==> src/rtl/channel_merger2.sv <==
// channel_merger2: two-into-one valid/ready stream merger.
// Arbitrates two input streams into a 2-entry buffer and emits one
// stream tagged with its source channel.
// Ports:
//   clk, reset_n                  clock, async active-low reset
//   in_data_1/in_valid_1/in_ready_1  channel-0 input stream
//   in_data_2/in_valid_2/in_ready_2  channel-1 input stream
//   out_data/out_channel/out_valid/out_ready  merged output stream
// MODE 0 = round-robin, MODE 1 = strict alternation 0,1,0,...
`timescale 1ns/1ps
module channel_merger2 #(
   parameter int width = 32,
   parameter int MODE  = 0
) (
   input  logic             clk,
   input  logic             reset_n,
   input  logic [width-1:0] in_data_1,
   input  logic             in_valid_1,
   output logic             in_ready_1,
   input  logic [width-1:0] in_data_2,
   input  logic             in_valid_2,
   output logic             in_ready_2,
   output logic [width-1:0] out_data,
   output logic             out_channel,
   output logic             out_valid,
   input  logic             out_ready
);

   // r_ptr: MODE 0 = channel granted last (reset to 1 so channel 0
   // wins first); MODE 1 = channel expected next (reset to 0).
   localparam logic PTR_RST = (MODE == 0);

   logic [1:0]       r_cnt;
   logic [width-1:0] r_hd_data;
   logic             r_hd_ch;
   logic [width-1:0] r_sk_data;
   logic             r_sk_ch;
   logic             r_ptr;

   logic             w_space;
   logic             w_g1;
   logic             w_g2;
   logic             w_acc1;
   logic             w_acc2;
   logic             w_push;
   logic             w_pop;
   logic [width-1:0] w_ndata;

   // Space comes from the registered count only, so acceptance
   // never depends on out_ready in the same cycle.
   assign w_space = (r_cnt != 2'd2);

   always_comb begin
      w_g1 = 1'b0;
      w_g2 = 1'b0;
      if (MODE == 0) begin
         w_g1 = in_valid_1 & (~in_valid_2 | r_ptr);
         w_g2 = in_valid_2 & (~in_valid_1 | ~r_ptr);
      end else begin
         w_g1 = ~r_ptr;
         w_g2 = r_ptr;
      end
   end

   // Readies are forced low while reset is held.
   assign in_ready_1 = w_g1 & w_space & reset_n;
   assign in_ready_2 = w_g2 & w_space & reset_n;

   assign w_acc1  = in_ready_1 & in_valid_1;
   assign w_acc2  = in_ready_2 & in_valid_2;
   assign w_push  = w_acc1 | w_acc2;
   assign w_pop   = out_valid & out_ready;
   assign w_ndata = w_acc2 ? in_data_2 : in_data_1;

   always_ff @(posedge clk or negedge reset_n) begin
      if (!reset_n) begin
         r_cnt     <= 2'd0;
         r_hd_data <= '0;
         r_hd_ch   <= 1'b0;
         r_sk_data <= '0;
         r_sk_ch   <= 1'b0;
         r_ptr     <= PTR_RST;
      end else begin
         if (w_push) begin
            r_ptr <= (MODE == 0) ? w_acc2 : w_acc1;
         end
         if (w_push && !w_pop) begin
            r_cnt <= r_cnt + 2'd1;
            if (r_cnt == 2'd0) begin
               r_hd_data <= w_ndata;
               r_hd_ch   <= w_acc2;
            end else begin
               r_sk_data <= w_ndata;
               r_sk_ch   <= w_acc2;
            end
         end else if (!w_push && w_pop) begin
            r_cnt <= r_cnt - 2'd1;
            // With one entry left the head just holds (don't-care).
            if (r_cnt == 2'd2) begin
               r_hd_data <= r_sk_data;
               r_hd_ch   <= r_sk_ch;
            end
         end else if (w_push && w_pop) begin
            // Only reachable with exactly one entry: replace the head.
            r_hd_data <= w_ndata;
            r_hd_ch   <= w_acc2;
         end
      end
   end

   assign out_data    = r_hd_data;
   assign out_channel = r_hd_ch;
   assign out_valid   = (r_cnt != 2'd0);

endmodule

==> config.mk <==
export PLATFORM = sky130hd
export DESIGN_NAME = channel_merger2
export DESIGN_NICKNAME = d
export VERILOG_FILES = /design/src/rtl/channel_merger2.sv
export SDC_FILE = /design/constraint.sdc
export NUM_CORES = 1
export LEC_CHECK = 0
export ABC_AREA = 1
export ABC_CLOCK_PERIOD_IN_PS = 2400
export CELL_PAD_IN_SITES_DETAIL_PLACEMENT = 1
export CELL_PAD_IN_SITES_GLOBAL_PLACEMENT = 2
export CORE_MARGIN = 8
export CORE_UTILIZATION = 26
export DETAILED_ROUTE_END_ITERATION = 6
export HOLD_SLACK_MARGIN = 0.03
export PLACE_DENSITY = 0.9
export REMOVE_ABC_BUFFERS = 1
export SLEW_MARGIN = 10
export SYNTH_ARGS = -nofsm -noshare
export SYNTH_HDL_FRONTEND = slang
export SYNTH_SLANG_ARGS = --single-unit
==> constraint.sdc <==
create_clock -name clk -period 2.4 [get_ports clk]
set_clock_uncertainty 0.15 [all_clocks]
set_input_delay 0.24 -clock clk [delete_from_list [all_inputs] [get_ports clk]]
set_output_delay 0.24 -clock clk [all_outputs]
set_load 0.02 [all_outputs]
==> impl_results.md, run 1 <==
- Tightest Pin Transition: between 0.9 and 1 ns
- Path depth of the worst reg2reg path: 14
- WL final: roughly 13000 um
- Hpwl dp: between 8000 and 9000 um
- Vias in the first global route: 4305
- Compound-Gate Fraction of Synth Area: roughly 6.8%
- Max-cap violations: 0
- Critical R2R Capture: out_data[20]
- R2R Setup Slk: roughly 0.20 ns
- Outcome: completed
- Min-delay worst type: input pin to async pin
- Type of the worst setup path: flop to output port
- CP Launch Type: flop
- Count of different cell masters after synthesis: 19
- Final Setup Violations: 0
- Final Hold Vio Count: 0
- Yosys reg bits: between 60 and 70
- Htree depth: 3
- DRC violations left: 0
- Die H: between 100 and 150 um
- Worst-path clk slew: roughly 0.060 ns
- Pwr Density: ~1200 nW/um^2
- Required @ worst endpoint: roughly 2 ns
- Initial antenna violation count: 0
- Critical path buffers and inverters: 3
- Tot GR Track Use: 13.5%
- GRT overflow: 0
- CTS Hold Bufs: 0
- Post-CTS Setup Inserts: 0
- Synth Area in XOR/XNOR: 0.452%
- Worst Setup End Kind: output port
- Slowest library cell on the worst path: clkdlybuf4s50_1
- Seq/Total Area, Yosys: ~45%
- Clock root buffer: clkbuf_16
- CTS tree: yes
- TNS Setup: 0 ns
- Max_slew headroom: 39.0%
- Largest family of logic cells by synthesized area: simple AND/OR/NAND/NOR gates
- # fillers: around 1800
- Final WS setup: around 0.17 ns
- Simple-gate share of the synthesized area: between 30% and 40%
- Area of the die: 19100 um^2
- CP Capture Point: in_ready_2
- DR vias/cell: between 4 and 5
- Final min period: roughly 2.2 ns
- Peak supply drop: ~420 uV
- Multiplexer share of the synthesized area: 0%
- Fin. max-slew vios: 0
- CP delay by family, top: buffers and inverters
- Adder-cell share of the synthesized area: 1.29%
- CORE AREA: 14500 um^2
- Period utilisation layout: approximately 93%
- Share of layout cells above drive strength 1: roughly 6%
- Critical path startpoint: r_cnt[0]
- First-pass GRT wire length: around 22000 um
- Number of detailed-route iterations in the first pass: 4
- Clock latency on the worst-skew pair: 0.33 ns
- Syn Std Cell Area: slightly below 4000 um^2
- Pre-CTS setup slack: around 0.0049 ns
- Starting Density: 26.7%
- Iter 0 DRT Violations: 205
- Worst Path Max Fanout: 4
- Die Width: ~140 um
- I/O Buffers: between 100 and 150
- Fin Hold WS: around 0.033 ns
- Post-layout util: around 38%
- Fmax: around 450 MHz
- Critical Path AT: about 1.8 ns
- Boundary Pins: roughly 110
- Core Rows: 44
- Antenna Diode Count: 0
- RePlAce Congestion: a little under 0.8
- Via Count: slightly below 4000
- Avg WL per Cell: roughly 15 um
- Ys Warns: 0
- R2r startpoint: r_cnt[0]
- Lkg Pwr: just under 0.003 uW
- Synthesis-to-layout area growth: 41.9%
- Cts repair resizes: 0
- Maximum clock insertion buffer count: 2
- Average cell area after synthesis: about 6.9 um^2
- TritonCTS Buffers: 9
- Cells after Synth: around 560
- Pin count of the biggest net entering global routing: 70
- Max stage delay on crit path: ~0.59 ns
- Post-route ant nets: 0
- Crit-path cells: inv_2 -> nand2_1 -> nand2_2 -> nor2_2 -> buf_4 -> clkdlybuf4s50_1
- Nets: between 700 and 800
- CTS sink cnt: slightly below 70
- RSZ-0062 raised after global routing: false
- WP depth: 6
-- cells in the final DEF, fill, tap and decap left out --
cell and count:
nor2_2 2, dfrtp_1 68, nand2_1 237, o21bai_1 32, buf_4 13, o21ai_0 2
dfstp_2 1, buf_12 6, xor2_1 2, clkbuf_16 9, clkdlybuf4s50_1 103, clkbuf_1 5
a21oi_4 1, clkbuf_8 1, nor2_1 67, inv_1 40, nand3_1 65, bufinv_16 1
a21oi_1 1, inv_2 2, ha_1 4, nand2_2 5
-- worst min path at each step --
stage | start | end | cells after the start
3_5_place_dp | r_ptr | r_ptr | 2
6_report | reset_n | out_data[8] | 2
3_3_place_gp | r_ptr | r_ptr | 2
2_1_floorplan | reset_n | out_channel | 0
5_1_grt | reset_n | out_data[8] | 2
4_1_cts | reset_n | out_data[8] | 2
-- sequential cells by signal (all words and copies together), names as in the netlist --
| name | flops |
|---|---|
| out_channel | 1 |
| r_ptr | 1 |
| r_sk_ch | 1 |
| r_cnt | 2 |
| out_data | 32 |
| r_sk_data | 32 |
-- metal layers --
| metal | up-vias | wire (um) | part of all wire (%) | global-route usage (%) |
|---|---|---|---|---|
| li1 | 1928 | - | - | - |
| met4 | 0 | 191 | 1.5 | 4.63 |
| met2 | 77 | 6350 | 49 | 22.8 |
| met3 | 15 | 414 | 3.2 | 2.57 |
| met5 | - | 0 | 0 | 0 |
| met1 | 1857 | 5890 | 46 | 16.8 |
-- synth_stat cells --
library cell,number,area share (%)
o21ai_0,2,0.26
dfrtp_1,68,44
o21bai_1,32,6.2
nand3_1,65,8.4
inv_1,40,3.9
a21oi_2,1,0.23
ha_1,4,1.3
buf_2,16,2.1
buf_1,3,0.29
buf_6,1,0.29
nand2_2,2,0.32
a21oi_1,1,0.13
xor2_1,2,0.45
nor2_1,69,6.7
inv_2,2,0.19
buf_4,4,0.77
dfstp_2,1,0.68
nand2_1,240,23
clkbuf_1,8,0.77
-- cell type report --
cell class                      count  area (um^2)  area share [%]
Timing Repair Buffer              122         1250            22.7
Clock inverter                      1         30.0           0.546
Multi-Input combinational cell    418         1850            33.6
Inverter                           42          158            2.87
Sequential cell                    69         1730            31.4
Clock buffer                       15          258            4.69
Tap cell                          184          230            4.18
-- where the power goes --
group	switching (uW)	internal, uW
logic	2000	1390
clock network	480	836
registers	331	1730
-- stage by stage --
step | cells | total power, uW | instance area [um^2]
final | 851 | 6770 | 5500
after global routing | 851 | 7360 | 5500
after CTS | 851 | 6890 | 5490
after detailed placement | 835 | 5530 | 5210
after global placement | 835 | 5370 | 5210
after floorplan | 529 | 3930 | 3710
-- cell families (layout without fill, tap and decap cells) --
kind of cell               Yosys count  count (layout)
adders and majority gates            4               4
and+or+nand+nor                    376             376
DFF                                 69              69
buffers and inverters               74             180
xor gates and xnor gates             2               2
AOI/OAI and AO/OA                   36              36
Note: power is estimated with default switching activity, not from simulation.
==> run 2: changes to the inputs <==
- HOLD_SLACK_MARGIN: 0.03 -> unset
==> results of run 2 <==
No change in the layout: final DEF, timing and power equal those of run 1.
